===== src/rtl/fetch_sequencer.sv =====
`default_nettype none
// ============================================================================
// fetch_sequencer : program counter / fetch control for a small ROM-based core
// Optional feature macro: INST_COUNT_EN (adds saturating retire counter output)
// Revision: 1.0
// ============================================================================
module fetch_sequencer (
  input  logic       clk_i,
  input  logic       reset_n_i,
  input  logic       start_i,
  input  logic [7:0] start_addr_i,
  input  logic [7:0] inst_i,
  input  logic       stall_i,
  input  logic       branch_fwd_i,
  input  logic       branch_back_i,
  input  logic       taken_i,
  input  logic [7:0] offset_i,
  output logic [7:0] pc_o,
  output logic       inst_valid_o,
  output logic       busy_o,
  output logic       done_o,
  output logic       fault_o
`ifdef INST_COUNT_EN
  ,
  output logic [15:0] inst_count_o
`endif
);

  localparam logic [1:0] S_IDLE   = 2'd0;
  localparam logic [1:0] S_RUN    = 2'd1;
  localparam logic [1:0] S_HALTED = 2'd2;
  localparam logic [1:0] S_FAULT  = 2'd3;

  localparam logic [7:0] C_INST_HALT    = 8'h88;
  localparam logic [7:0] C_INST_ILLEGAL = 8'hFF;

  logic [1:0] r_state;
  logic [7:0] r_pc;
  logic [1:0] w_state_nxt;
  logic [7:0] w_pc_nxt;
  logic       w_retire;
  logic       w_start_acc;
  logic [7:0] w_pc_inc;
  logic [7:0] w_pc_fwd;
  logic [7:0] w_pc_back;

  assign w_retire    = (r_state == S_RUN) && !stall_i;
  assign w_start_acc = (r_state != S_RUN) && start_i;
  assign w_pc_inc    = r_pc + 8'd1;
  assign w_pc_fwd    = r_pc + offset_i;
  assign w_pc_back   = r_pc - offset_i;

  // Fault and halt outcomes leave the PC on the offending instruction.
  always_comb begin
    w_state_nxt = r_state;
    w_pc_nxt    = r_pc;
    if (w_start_acc) begin
      w_state_nxt = S_RUN;
      w_pc_nxt    = start_addr_i;
    end else if (w_retire) begin
      if (inst_i == C_INST_ILLEGAL) begin
        w_state_nxt = S_FAULT;
      end else if (inst_i == C_INST_HALT) begin
        w_state_nxt = S_HALTED;
      end else if (branch_fwd_i && branch_back_i) begin
        w_state_nxt = S_FAULT;
      end else if (taken_i && branch_fwd_i) begin
        w_pc_nxt = w_pc_fwd;
      end else if (taken_i && branch_back_i) begin
        w_pc_nxt = w_pc_back;
      end else if (r_pc == 8'hFF) begin
        w_state_nxt = S_FAULT;
      end else begin
        w_pc_nxt = w_pc_inc;
      end
    end
  end

  always_ff @(posedge clk_i or negedge reset_n_i) begin
    if (!reset_n_i) begin
      r_state <= S_IDLE;
      r_pc    <= 8'd0;
    end else begin
      r_state <= w_state_nxt;
      r_pc    <= w_pc_nxt;
    end
  end

  assign pc_o         = r_pc;
  assign inst_valid_o = w_retire;
  assign busy_o       = (r_state == S_RUN);
  assign done_o       = (r_state == S_HALTED);
  assign fault_o      = (r_state == S_FAULT);

`ifdef INST_COUNT_EN
  logic [15:0] r_inst_count;

  always_ff @(posedge clk_i or negedge reset_n_i) begin
    if (!reset_n_i) begin
      r_inst_count <= 16'd0;
    end else if (w_start_acc) begin
      r_inst_count <= 16'd0;
    end else if (w_retire && (r_inst_count != 16'hFFFF)) begin
      r_inst_count <= r_inst_count + 16'd1;
    end
  end

  assign inst_count_o = r_inst_count;
`endif

endmodule
`default_nettype wire


===== config.mk =====
export PLATFORM = sky130hd
export DESIGN_NAME = fetch_sequencer
export DESIGN_NICKNAME = d
export VERILOG_FILES = /design/src/rtl/fetch_sequencer.sv
export SDC_FILE = /design/constraint.sdc
export NUM_CORES = 1
export LEC_CHECK = 0
export BUFFER_PORTS_ARGS = -buffer_cell sky130_fd_sc_hd__clkbuf_2
export CORE_MARGIN = 1.5
export CORE_UTILIZATION = 35
export CTS_CLUSTER_SIZE = 20
export DETAILED_ROUTE_END_ITERATION = 10
export GPL_TIMING_DRIVEN = 0
export PLACE_DENSITY = 0.64
export SLEW_MARGIN = 5
export SYNTH_ARGS = -nofsm -noshare
export SYNTH_HDL_FRONTEND = slang
export SYNTH_SLANG_ARGS = --single-unit

===== constraint.sdc =====
create_clock -name clk_i -period 3.87 [get_ports clk_i]
set_clock_uncertainty 0.2 [all_clocks]
set_input_delay 0.387 -clock clk_i [delete_from_list [all_inputs] [get_ports clk_i]]
set_output_delay 0.387 -clock clk_i [all_outputs]
set_load 0.02 [all_outputs]

==> metrics.txt <==
# TYPE chip_impl_metric gauge
chip_impl_metric{name="die_y",unit="µm"} 60.79
chip_impl_metric{name="synth_top_area_share",unit="%"} 21.41
chip_impl_info{name="timing.setup.critical_path_class",value="in -> reg"} 1
chip_impl_info{name="synth_commonest_cells",value="nand2_1, nor2_1, a21oi_1, dfrtp_1, ha_1"} 1
chip_impl_metric{name="pin_count_of_the_biggest_net_entering_global_routing",unit=""} 11
chip_impl_metric{name="cts_buffer_depth",unit=""} 2
chip_impl_metric{name="layout.area.seq",unit="µm²"} 250.2
chip_impl_metric{name="maxClockFrequency",unit="MHz"} 360.8
chip_impl_metric{name="clk_pin_slew",unit="ns"} 0.07
chip_impl_metric{name="num-fill-cells",unit=""} 332
chip_impl_metric{name="setup_viol",unit=""} 0
chip_impl_metric{name="die_w",unit="µm"} 60.79
chip_impl_metric{name="cts.htree.levels",unit=""} 1
chip_impl_metric{name="fin_setup_tns",unit="ns"} 0
chip_impl_info{name="crit_path_top_delay_cell",value="o31ai_1"} 1
chip_impl_metric{name="totalWireLength",unit="µm"} 2976
chip_impl_metric{name="postSynthNetCount",unit=""} 183
chip_impl_metric{name="critical_path_buffer_and_inverter_count",unit=""} 2
chip_impl_metric{name="final_cell_area",unit="µm²"} 1480
chip_impl_metric{name="period_minus_slack",unit="ns"} 2.772
chip_impl_metric{name="timing.critical_path.fanout_max",unit=""} 10
chip_impl_metric{name="drc_errors",unit=""} 0
chip_impl_metric{name="routed-via-count",unit=""} 1221
chip_impl_metric{name="required",unit="ns"} 3.80
chip_impl_metric{name="multi_input_area",unit="µm²"} 863.3
chip_impl_metric{name="grt_overflow",unit=""} 0
chip_impl_metric{name="gp_weighted_congestion",unit=""} 0.8196
chip_impl_metric{name="ys_async_sr_fraction",unit="%"} 100.0
chip_impl_info{name="crit_path_cell_trace",value="clkbuf_2 -> buf_2 -> nand2_1 -> nor2_1 -> ha_1 -> nor3_1 -> a21oi_1 -> o21ai_1 -> ha_1 -> a21oi_1 -> a21oi_1 -> o31ai_1 -> xor2_1 -> o211ai_1"} 1
chip_impl_info{name="startpoint_type_of_the_worst_setup_path",value="primary input"} 1
chip_impl_metric{name="die_area",unit="µm²"} 3695
chip_impl_metric{name="worst_pin_slew",unit="ns"} 0.4322
chip_impl_metric{name="routedWlPerCell",unit="µm"} 12.83
chip_impl_metric{name="via_per_inst",unit=""} 5.263
chip_impl_metric{name="layout-drive-gt1-share",unit="%"} 33.51
chip_impl_metric{name="first_global_vias",unit=""} 1185
chip_impl_metric{name="grt_antenna_before_repair",unit=""} 0
chip_impl_metric{name="netlist_instances",unit=""} 141
chip_impl_info{name="worst_min_delay_path_class",value="in -> reg"} 1
chip_impl_metric{name="worst_ep_arrival_time",unit="ns"} 2.70
chip_impl_metric{name="core",unit="µm²"} 3103
chip_impl_info{name="tritoncts",value="built"} 1
chip_impl_metric{name="post-cts-setup-buffers",unit=""} 0
chip_impl_metric{name="synth_cell_type_count",unit=""} 48
chip_impl_metric{name="power",unit="µW"} 817.4
chip_impl_metric{name="global_route.usage.total",unit="%"} 17.84
chip_impl_metric{name="timing_hold_violations_final",unit=""} 0
chip_impl_metric{name="cap_viol_max_count",unit=""} 0
chip_impl_metric{name="cts_num_sinks",unit=""} 10
chip_impl_info{name="outcome",value="finished, final reports clean"} 1
chip_impl_metric{name="floorplan.io_pins",unit=""} 43
chip_impl_metric{name="power-per-cell-area",unit="nW/µm²"} 552.2
chip_impl_metric{name="detailed_placer_s_ending_hpwl",unit="µm"} 2534
chip_impl_metric{name="synth_area",unit="µm²"} 1169
chip_impl_info{name="cts-root-buf",value="clkbuf_4"} 1
chip_impl_metric{name="avgSynthCellArea",unit="µm²"} 8.288
chip_impl_metric{name="yosysWarnings",unit=""} 0
chip_impl_metric{name="synth-edff-count",unit=""} 0
chip_impl_metric{name="dp_slack",unit="ns"} 0.8140
chip_impl_metric{name="crit_path_max_incr_delay",unit="ns"} 0.29
chip_impl_metric{name="cellLeakagePower",unit="nW"} 0.7305
chip_impl_metric{name="area.growth.synth_to_final",unit="%"} 26.66
chip_impl_metric{name="detailedRoute.firstIterationViolations",unit=""} 59
chip_impl_metric{name="timing.final.crit_share",unit="%"} 71.62
chip_impl_info{name="grt_setup_unrepaired",value="false"} 1
chip_impl_info{name="crit_path_end_kind",value="flip-flop"} 1
chip_impl_metric{name="floorplan.initialDensity",unit="%"} 37.66
chip_impl_metric{name="cts_buffers",unit=""} 3
chip_impl_info{name="synthDominantAreaCellType",value="dfrtp_1"} 1
chip_impl_metric{name="synth-seq-area-share",unit="%"} 21.41
chip_impl_metric{name="rows",unit=""} 20
chip_impl_info{name="cp_top_family",value="compound AO/OA/AOI/OAI gates"} 1
chip_impl_metric{name="post-route-worst-setup-slack",unit="ns"} 1.098
chip_impl_info{name="synth_area_leaders",value="dfrtp_1, ha_1, nand2_1"} 1
chip_impl_metric{name="synth_seq_cells",unit=""} 10
chip_impl_info{name="worst_path_most_repeated_cell",value="a21oi_1"} 1
chip_impl_metric{name="timing.max_slew.rel_slack",unit="%"} 70.94
chip_impl_metric{name="detail_route.first_pass.iterations",unit=""} 4
chip_impl_metric{name="num_antenna_cells",unit=""} 0
chip_impl_metric{name="ant_nets",unit=""} 0
chip_impl_metric{name="vdd.ir_drop.worst",unit="V"} 0.0002957
chip_impl_metric{name="global_route_wire_length_before_repair",unit="µm"} 5016
chip_impl_metric{name="clk_latency_worst_skew_pair",unit="ns"} 0.27
chip_impl_metric{name="slew_viol_final",unit=""} 0
chip_impl_metric{name="fin_nets",unit=""} 231
chip_impl_info{name="yosysMostFrequentCell",value="nand2_1"} 1
chip_impl_metric{name="placedInstanceArea",unit="µm²"} 1434
chip_impl_metric{name="port_buffers",unit=""} 42
chip_impl_info{name="postSynth.topFlopCell",value="dfrtp_1"} 1
-- what timing repair did --
| item | 4_1_cts | 5_1_grt |
|---|---|---|
| hold buffers | 1 | 0 |
| endpoints found under the hold margin | 10 | 0 |
| resized for setup | 0 | 0 |
-- final timing paths --
check | startpoint | endpoint | slack (ns) | depth (start not counted)
setup / recovery | branch_back_i | pc_o[7] | 1.10 | 14
hold / removal | start_addr_i[3] | pc_o[3] | 0.13 | 3
setup reg to reg | pc_o[0] | pc_o[6] | 1.62 | 7
hold reg to reg | r_state[1] | r_state[1] | 0.33 | 1
max in group asynchronous | reset_n_i | pc_o[5] | 2.92 | 2
min in group asynchronous | reset_n_i | r_state[1] | 0.32 | 2
-- layer usage --
layer	vias to the layer above	GRT usage, %	wire, µm
met5	-	0	0
met4	0	5.280	12
met3	2	1.919	111
met2	37	29.95	1404
met1	561	24.21	1447
li1	621	-	-
-- cells in the final DEF, fill, tap and decap left out, types with 2 or more instances in the layout --
cell      netlist  final
nand2b_1        2      2
xnor2_1         3      3
o21ai_1         2      2
a31oi_1         2      2
nand2_1        16     16
a21oi_1        10     10
and3_1          2      2
ha_1           10     10
inv_1           7      7
a211oi_1        2      2
a21o_1          3      3
dfrtp_1        10     10
xor2_1          3      3
nor3_1          6      6
nor2_1         11     11
clkbuf_2        0     42
nand4_1         6      6
and2_1          3      3
clkbuf_4        0      3
buf_2           2      2
o211ai_1        2      2
nor2_2          2      2
o21ai_0         3      3
o221ai_1        5      5
a22oi_1         2      2
o31ai_1         3      3
-- logic make-up (layout without fill, tap and decap cells) --
logic type / count (synthesis) / in the layout / share of synthesized area (%)
adders and majority gates: 11 / 11 / 12.42
xor gates and xnor gates: 7 / 7 / 6.425
buffers and inverters: 12 / 59 / 4.711
and+or+nand+nor: 60 / 60 / 28.91
AOI/OAI and AO/OA: 40 / 40 / 25.16
DFF: 10 / 10 / 21.41
muxes: 1 / 1 / 0.9635
-- worst min-delay path, stage by stage --
cell and delay, ns:
clkbuf_2 0.08, nand2_1 0.04, o221ai_1 0.05
-- state kept, by name, indices dropped and copies added, names as in the netlist --
signal and cells:
r_state 2, pc_o 8
-- layout make-up --
type,instances,share of cell area (%)
Buffer,4,1.691
Clock buffer,4,2.451
Inverter,8,2.029
Multi-Input combinational cell,119,58.33
Sequential cell,10,16.91
Tap cell,44,3.719
Timing Repair Buffer,43,14.88
-- per-stage QoR --
| stage | utilization, % | hold slack (ns) | instances |
|---|---|---|---|
| 2_1_floorplan | - | -0.1086 | 141 |
| 3_3_place_gp | 46.21 | 0.07254 | 227 |
| 3_5_place_dp | 46.21 | 0.07517 | 227 |
| 4_1_cts | 47.70 | 0.1284 | 232 |
| 5_1_grt | 47.70 | 0.1363 | 232 |
| 6_report | 47.70 | 0.1294 | 232 |
-- report_power, final --
part	leakage [nW]	total (mW)	internal [mW]	switching, mW
Combinational	0.591	0.505	0.221	0.283
Sequential	0.118	0.217	0.153	0.0636
Clock	0.0210	0.0961	0.0571	0.0389
No activity file was read; power rests on OpenSTA's default activity.
